[src/rtl/muldiv_unit_pkg.sv]
// Shared encodings and sizing for the iterative multiply/divide unit.
// Both the RTL and anything that talks to it import these definitions.
package muldiv_unit_pkg;

    localparam int DATA_W = 8;
    localparam int ADDR_W = 3;
    localparam int ITERS  = 8;

    typedef enum logic [1:0] {
        MUL_LO = 2'b00,
        MUL_HI = 2'b01,
        DIV_Q  = 2'b10,
        DIV_R  = 2'b11
    } op_e;

    typedef enum logic [1:0] {
        IDLE = 2'b00,
        RUN  = 2'b01,
        DONE = 2'b10
    } state_e;

    function automatic logic isDiv(op_e o);
        return (o == DIV_Q) || (o == DIV_R);
    endfunction

    // MUL_HI and DIV_R both read the upper byte of the shared accumulator.
    function automatic logic selectsHigh(op_e o);
        return (o == MUL_HI) || (o == DIV_R);
    endfunction

endpackage

[src/rtl/muldiv_unit.sv]
// Iterative 8-bit unsigned multiply/divide unit writing one result byte back to the register file.
// A single 16-bit accumulator performs shift-add multiply or restoring divide, one bit per cycle.
module muldiv_unit
    import muldiv_unit_pkg::*;
(
    input  logic              clk,
    input  logic              reset,
    input  logic              start,
    input  logic [1:0]        op,
    input  logic [DATA_W-1:0] operand_a,
    input  logic [DATA_W-1:0] operand_b,
    input  logic [ADDR_W-1:0] dest_addr,
    output logic              busy,
    output logic              done,
    output logic [DATA_W-1:0] result,
    output logic              wb_enable,
    output logic [ADDR_W-1:0] wb_addr,
    output logic              div_by_zero
);

    state_e              state_q, state_d;
    logic [3:0]          iterCnt_q, iterCnt_d;
    op_e                 opCode_q, opCode_d;
    logic [DATA_W-1:0]   divisor_q, divisor_d;
    logic [ADDR_W-1:0]   destAddr_q, destAddr_d;
    logic [2*DATA_W-1:0] acc_q, acc_d;
    logic [DATA_W-1:0]   result_q, result_d;

    logic [DATA_W:0]     mulSum;
    logic [DATA_W:0]     divTrial;
    logic [DATA_W:0]     divDiff;

    always_ff @(posedge clk) begin
        if (reset) begin
            state_q    <= IDLE;
            iterCnt_q  <= '0;
            opCode_q   <= MUL_LO;
            divisor_q  <= '0;
            destAddr_q <= '0;
            acc_q      <= '0;
            result_q   <= '0;
        end else begin
            state_q    <= state_d;
            iterCnt_q  <= iterCnt_d;
            opCode_q   <= opCode_d;
            divisor_q  <= divisor_d;
            destAddr_q <= destAddr_d;
            acc_q      <= acc_d;
            result_q   <= result_d;
        end
    end

    // Multiply adds the multiplier into the high byte then shifts right; divide shifts
    // left and subtracts when the partial remainder covers the divisor. A zero divisor
    // always "fits", which yields quotient 0xFF and remainder = dividend with no special case.
    always_comb begin
        state_d    = state_q;
        iterCnt_d  = iterCnt_q;
        opCode_d   = opCode_q;
        divisor_d  = divisor_q;
        destAddr_d = destAddr_q;
        acc_d      = acc_q;
        result_d   = result_q;

        mulSum   = {1'b0, acc_q[2*DATA_W-1:DATA_W]} + (acc_q[0] ? {1'b0, divisor_q} : '0);
        divTrial = acc_q[2*DATA_W-1:DATA_W-1];
        divDiff  = divTrial - {1'b0, divisor_q};

        case (state_q)
            IDLE: begin
                if (start) begin
                    opCode_d   = op_e'(op);
                    divisor_d  = operand_b;
                    destAddr_d = dest_addr;
                    acc_d      = {{DATA_W{1'b0}}, operand_a};
                    iterCnt_d  = '0;
                    state_d    = RUN;
                end
            end
            RUN: begin
                if (isDiv(opCode_q)) begin
                    if (divTrial >= {1'b0, divisor_q}) begin
                        acc_d = {divDiff[DATA_W-1:0], acc_q[DATA_W-2:0], 1'b1};
                    end else begin
                        acc_d = {acc_q[2*DATA_W-2:0], 1'b0};
                    end
                end else begin
                    acc_d = {mulSum, acc_q[DATA_W-1:1]};
                end
                iterCnt_d = iterCnt_q + 4'd1;
                if (iterCnt_q == 4'(ITERS - 1)) begin
                    state_d  = DONE;
                    result_d = selectsHigh(opCode_q) ? acc_d[2*DATA_W-1:DATA_W]
                                                     : acc_d[DATA_W-1:0];
                end
            end
            DONE: begin
                state_d = IDLE;
            end
            default: begin
                state_d = IDLE;
            end
        endcase
    end

    assign busy        = (state_q != IDLE);
    assign done        = (state_q == DONE);
    assign result      = result_q;
    assign wb_addr     = destAddr_q;
    assign wb_enable   = done && (destAddr_q != '0);
    assign div_by_zero = done && isDiv(opCode_q) && (divisor_q == '0);

endmodule

[config.mk]
export PLATFORM = sky130hd
export DESIGN_NAME = muldiv_unit
export DESIGN_NICKNAME = d
export VERILOG_FILES = /design/src/rtl/muldiv_unit_pkg.sv /design/src/rtl/muldiv_unit.sv
export SDC_FILE = /design/constraint.sdc
export NUM_CORES = 1
export LEC_CHECK = 0
export CAP_MARGIN = 20
export CORE_ASPECT_RATIO = 1.1
export CORE_MARGIN = 10
export CORE_UTILIZATION = 40
export DETAILED_ROUTE_END_ITERATION = 8
export PLACE_DENSITY = 0.62
export SLEW_MARGIN = 20
export SYNTH_ARGS = -nofsm -noshare
export SYNTH_HDL_FRONTEND = slang
export SYNTH_SLANG_ARGS = --single-unit
[constraint.sdc]
create_clock -name clk -period 6.8 [get_ports clk]
set_input_delay 2.04 -clock clk [delete_from_list [all_inputs] [get_ports clk]]
set_output_delay 2.04 -clock clk [all_outputs]
set_load 0.1 [all_outputs]
==> metrics.md, run 1 <==
| Metric | Value |
|---|---|
| Status | `finished clean` |
| Met2 Usage GRT | `24.2%` |
| Worst-Margin Slew | `1.05 ns` |
| Non-Filler Instances | `458` |
| Met1 Use GR | `17.2%` |
| ANT cells | `0` |
| Worst Hold Class | `register to register` |
| Synthesized area | `2810 µm²` |
| Placed Instances | `450` |
| Vias in the first global route | `2673` |
| Worst Setup End Kind | `primary output` |
| Fin Setup TNS | `0 ns` |
| Asr flop ratio synth | `0%` |
| Hold WS | `0.476 ns` |
| Startpoint types | `register` |
| Largest net degree at the start of global routing | `44` |
| Post-CTS setup buffers | `0` |
| Max-cap viol count | `0` |
| Setup CP Type | `register to primary output` |
| Core area | `6710 µm²` |
| Max FO, Critical Path | `26` |
| DRT antenna net count | `0` |
| Gr usage total | `14.3%` |
| Worst Hold Depth | `2` |
| Skew final | `0.0126 ns` |
| RSZ-0062 raised after global routing | `no` |
| Pwr dens | `191 nW/µm²` |
| Slew margin rel. | `30.0%` |
| Crit-path cells | `clkinv_1 > nor4_2 > clkdlybuf4s50_1` |
| Layout cells sized above 1 | `6.12%` |
| Post-synth top flop | `dfxtp_1` |
| Final Hold Fails | `0` |
| Die W | `99.9 µm` |
| Crit-path slowest cell | `clkdlybuf4s50_1` |
| Via-per-instance ratio | `5.75` |
| Final Instance Area | `3300 µm²` |
| Root buf cell | `clkbuf_8` |
| Clock slew at reported path FFs | `0.10 ns` |
| Placement-stage cell area | `3210 µm²` |
| Arrival @ worst endpoint | `3.57 ns` |
| Initial antenna violation count | `0` |
| Nets@finish | `418` |
| Routed via count | `2633` |
| Flops & latches, synth | `43` |
| Post-synth EDFFs | `0` |
| Pins over their slew limit | `0` |
| Post-synthesis cell type count | `55` |
| Starting Density | `41.9%` |
| Leakage | `0.00125 µW` |
| Met3 Use GR | `2.76%` |
| CTS tree | `done` |
| Longest Clk Path Bufs | `2` |
| Placer Congestion | `0.894` |
| DR pass1 iterations | `4` |
| Post-Syn Instances | `351` |
| Die area | `10800 µm²` |
| CTS sink cnt | `43` |
| Htree depth | `2` |
| Latest clock arrival within the worst-skew pair | `0.31 ns` |
| Peak supply drop | `0.000107 V` |
| Hold buffer count at cts | `0` |
| Fmax | `178 MHz` |
| Cell count of the worst reg-to-reg path | `8` |
| Die Height | `108 µm` |
| Req. time, crit path | `4.76 ns` |
| Synthesized Nets | `394` |
| Clock period minus worst slack | `5.61 ns` |
| I/O pin count | `39` |
| Total clock buffers created by CTS | `5` |
| I/O Buffers | `38` |
| Fillcell total | `670` |
| YS warnings | `0` |
| Syn avg cell area | `8.00 µm²` |
| Crit-path max cell delay | `1.19 ns` |
| Rows | `31` |
| First-pass GRT wire length | `12800 µm` |
| Seq/Total Area, Yosys | `30.6%` |
| Post-DP HPWL | `5810 µm` |
| Post-CTS sizing | `0` |
| Detailed-route wire length | `7690 µm` |
| Initial DRC Count | `102` |
| GRT Residual Overflow | `0` |
| Most Crowded Layer GR | `met2` |
| Routed WL per cell | `16.8 µm` |
| Synth-to-Final Area Change | `17.6%` |
| Setup Viol. Count Final | `0` |
| Period utilisation layout | `82.4%` |
| Post-route DRC | `0` |
## registers in the layout, summed over array words and instances (netlist names)
name,count
divisor_q,8
state_q,2
iterCnt_q,4
result,8
opCode_q,2
wb_addr,3
acc_q,16
## worst max-delay path: cells and delay by family, from the launching register on
family,cells,cell delay (ns)
buffers and inverters,2,1.81
flip-flops,1,1.02
AND/OR/NAND/NOR,1,0.41
## final cells by class
cell class	instances	area, µm²	area share, %
inverters	17	63.8	1.93
clock buffers	5	68.8	2.08
clock inverters	3	23.8	0.720
multi-input cells	268	1790	54.1
repair buffers	40	395	12.0
flip-flops and latches	43	861	26.1
well taps	82	103	3.11
## synth_stat cells, drive strengths merged (7+ instances only)
library cell | n | area share [%]
dfxtp | 43 | 31
nand2 | 39 | 5.2
nor2 | 37 | 4.9
a21oi | 35 | 6.2
clkbuf | 17 | 2.3
ha | 17 | 7.6
inv | 15 | 2.0
mux2i | 9 | 3.2
nor3 | 9 | 1.6
o21a | 9 | 2.5
a211oi | 8 | 2.5
a221oi | 8 | 2.7
and2 | 8 | 1.8
a21o | 7 | 1.9
nor2b | 7 | 1.6
nor4 | 7 | 1.8
## metal layers
layer	vias up	wire, µm	share of wire (%)
met3	20	399	5.2
met2	76	3630	47
met5	-	0	0
met1	1216	3440	45
met4	0	217	2.8
li1	1321	-	-
## cells in the final DEF (no fill, tap or decap), drive strengths merged, types with 3 or more instances in the layout
| master | synthesis | layout |
|---|---|---|
| and3 | 4 | 4 |
| xnor2 | 5 | 5 |
| dfxtp | 43 | 43 |
| a21oi | 35 | 35 |
| nor2 | 37 | 37 |
| o21ai | 3 | 3 |
| inv | 15 | 16 |
| a311oi | 4 | 4 |
| o21a | 9 | 9 |
| ha | 17 | 17 |
| nand2 | 39 | 39 |
| o31ai | 4 | 4 |
| nand4 | 3 | 3 |
| a221oi | 8 | 8 |
| a31oi | 4 | 4 |
| nor2b | 7 | 7 |
| a21o | 7 | 7 |
| a211oi | 8 | 8 |
| clkbuf | 17 | 5 |
| nand3 | 6 | 6 |
| nor4 | 7 | 7 |
| clkdlybuf4s50 | 0 | 38 |
| nor3 | 9 | 9 |
| o211ai | 4 | 4 |
| mux2i | 9 | 9 |
| and2 | 8 | 8 |
## final timing paths
check	end	slack (ns)	start
worst max-delay path	div_by_zero	1.19	opCode_q[1]
worst min-delay path	wb_addr[1]	0.48	wb_addr[1]
worst max register to register	result[6]	4.00	divisor_q[6]
worst min register to register	wb_addr[1]	0.48	wb_addr[1]
## stage by stage
| step | utilization, % | setup WS [ns] | power, µW |
|---|---|---|---|
| CTS | 49.2 | 1.20 | 634 |
| floorplan | - | 1.06 | 417 |
| detailed placement | 47.8 | 1.56 | 462 |
| global route | 49.2 | 1.00 | 663 |
| finish | 49.2 | 1.19 | 630 |
| global placement | 47.8 | 1.59 | 460 |
## cell families after synthesis
kind of cell    share of synthesized area, %
compound gates                          25.7
xor+xnor                                1.87
fa+ha+maj                               9.00
buf+inv                                 5.97
flops                                   30.6
mux                                     4.81
simple gates                            22.0
## power breakdown
group / switching, µW / leakage (µW) / internal [µW]
clock network: 98.7 / 0.0000408 / 73.6
logic: 104 / 0.000857 / 72.5
registers: 17.7 / 0.000351 / 264
total: 220 / 0.00125 / 410
(Power assumes the default switching activity.)
==> run 2: changes to the inputs <==
==> constraint.sdc (replaced) <==
create_clock -name clk -period 5.49 [get_ports clk]
set_input_delay 1.647 -clock clk [delete_from_list [all_inputs] [get_ports clk]]
set_output_delay 1.647 -clock clk [all_outputs]
set_load 0.1 [all_outputs]
==> metrics.md, run 2 (synthesized netlist as in run 1, its figures left out) <==
| Metric | Value |
|---|---|
| Vias in the first global route | `2611 (-2.3%)` |
| Most flops, register | `acc_q` |
| Post-CTS sizing | `0 (unchanged)` |
| Status | `finished clean` |
| Placed Instances | `452 (+0.44%)` |
| Routed via count | `2635 (+0.076%)` |
| Post-route DRC | `0 (unchanged)` |
| I/O pin count | `39 (unchanged)` |
| Die W | `99.9 µm (unchanged)` |
| Gr usage total | `14.2% (-0.10 points)` |
| Setup WS post-layout | `1.61 ns (+0.419 ns)` |
| Setup Viol. Count Final | `0 (unchanged)` |
| Total clock buffers created by CTS | `5 (unchanged)` |
| Max reg flops | `16 (unchanged)` |
| Fin Setup TNS | `0 ns (unchanged)` |
| Skew final | `0.00843 ns (-0.00416 ns)` |
| Clock slew at reported path FFs | `0.09 ns (about the same)` |
| Starting Density | `41.9% (unchanged)` |
| Worst Hold Depth | `2 (unchanged)` |
| Via-per-instance ratio | `5.73 (-0.36%)` |
| Root buf cell | `clkbuf_8` |
| Req. time, crit path | `3.84 ns (-0.92 ns)` |
| Layout cells sized above 1 | `6.61% (+0.50 points)` |
| Peak supply drop | `0.000149 V (+40%)` |
| Initial DRC Count | `245 (+140%)` |
| RSZ-0062 raised after global routing | `no` |
| Latest clock arrival within the worst-skew pair | `0.29 ns (-0.02 ns)` |
| Slew margin rel. | `34.6% (+4.6 points)` |
| CTS sink cnt | `43 (unchanged)` |
| I/O Buffers | `38 (unchanged)` |
| Post-DP HPWL | `5640 µm (-2.9%)` |
| First-pass GRT wire length | `12800 µm (-0.16%)` |
| Leakage | `0.00126 µW (+1.0%)` |
| Worst Setup End Kind | `primary output` |
| CTS tree | `done` |
| Final Hold Fails | `0 (unchanged)` |
| Synth-to-Final Area Change | `17.7%` |
| Setup CP Type | `register to primary output` |
| Die area | `10800 µm² (unchanged)` |
| Longest Clk Path Bufs | `2 (unchanged)` |
| Largest net degree at the start of global routing | `44 (unchanged)` |
| Die Height | `108 µm (unchanged)` |
| Core area | `6710 µm² (unchanged)` |
| Non-Filler Instances | `460 (+0.44%)` |
| Pwr dens | `232 nW/µm² (+21%)` |
| Arrival @ worst endpoint | `2.23 ns (-1.34 ns)` |
| Placer Congestion | `0.849 (-5.0%)` |
| Most common cell after layout, fill and taps aside | `dfxtp_1` |
| Htree depth | `2 (unchanged)` |
| Cell count of the worst reg-to-reg path | `8 (unchanged)` |
| GRT Residual Overflow | `0 (unchanged)` |
| Nets@finish | `420 (+0.48%)` |
| Pre-CTS setup slack | `1.90 ns (+0.331 ns)` |
| Worst Hold Class | `register to register` |
| Period utilisation layout | `70.6%` |
| Rows | `31 (unchanged)` |
| Most frequent cells in the layout | `dfxtp_1 (43), nand2_1 (39), nor2_1 (37), clkdlybuf4s50_1 (37), a21oi_1 (35)` |
| Initial antenna violation count | `0 (unchanged)` |
| DR pass1 iterations | `4 (unchanged)` |
| Hold buffer count at cts | `0 (unchanged)` |
| Routed WL per cell | `16.5 µm (-1.7%)` |
| Max FO, Critical Path | `4 (-85%)` |
| Clock period minus worst slack | `3.88 ns` |
| Startpoint types | `register` |
| ANT cells | `0 (unchanged)` |
| Max-cap viol count | `0 (unchanged)` |
| DRT antenna net count | `0 (unchanged)` |
| Post-CTS setup buffers | `0 (unchanged)` |
| Detailed-route wire length | `7590 µm (-1.3%)` |
| Worst-Margin Slew | `0.978 ns (-0.0708 ns)` |
| Fmax | `258 MHz` |
| Pins over their slew limit | `0 (unchanged)` |
[run 2: final cells by class]
class	count	area, µm²
multi-input cells	268	1790
well taps	82	103
repair buffers	42	408
clock buffers	6	72.6
inverters	17	63.8
flip-flops and latches	43	861
fillers	688	3400
clock inverters	2	12.5
[run 2: path summary, 6_finish.rpt]
path                                    from      endpoint  slack [ns]
worst min-delay path            divisor_q[7]  divisor_q[7]        0.47
worst max-delay path              state_q[1]     wb_enable        1.61
worst min register to register  divisor_q[7]  divisor_q[7]        0.47
worst max register to register  divisor_q[4]     result[6]        2.67
[run 2: routing by layer]
| metal | share of wire (%) | vias up | GRT usage [%] |
|---|---|---|---|
| met5 | 0 | - | 0 |
| met4 | 1.8 | 0 | 3.89 |
| met3 | 5.2 | 11 | 2.95 |
| met2 | 47 | 66 | 23.4 |
| met1 | 46 | 1235 | 18.2 |
| li1 | - | 1323 | - |
[run 2: critical path, stage by stage (launching register included)]
cell and delay, ns:
dfxtp_1 0.36, nor2b_1 0.27, o31a_1 0.19, clkdlybuf4s50_1 1.13
[run 2: where the power goes]
| group | internal, µW | total, µW | switching, µW |
|---|---|---|---|
| Sequential | 327 | 346 | 18.5 |
| Combinational | 90.6 | 223 | 132 |
| Clock | 89.1 | 198 | 109 |
[run 2: per-stage QoR]
| step | hold slack (ns) | power, µW | area [µm²] | utilization (%) |
|---|---|---|---|---|
| 5_1_grt | 0.494 | 814 | 3310 | 49.3 |
| 4_1_cts | 0.478 | 773 | 3310 | 49.3 |
| 3_5_place_dp | 0.465 | 574 | 3220 | 48.0 |
| 6_report | 0.473 | 766 | 3310 | 49.3 |
| 2_1_floorplan | 0.445 | 517 | 2820 | - |
| 3_3_place_gp | 0.460 | 573 | 3220 | 48.0 |
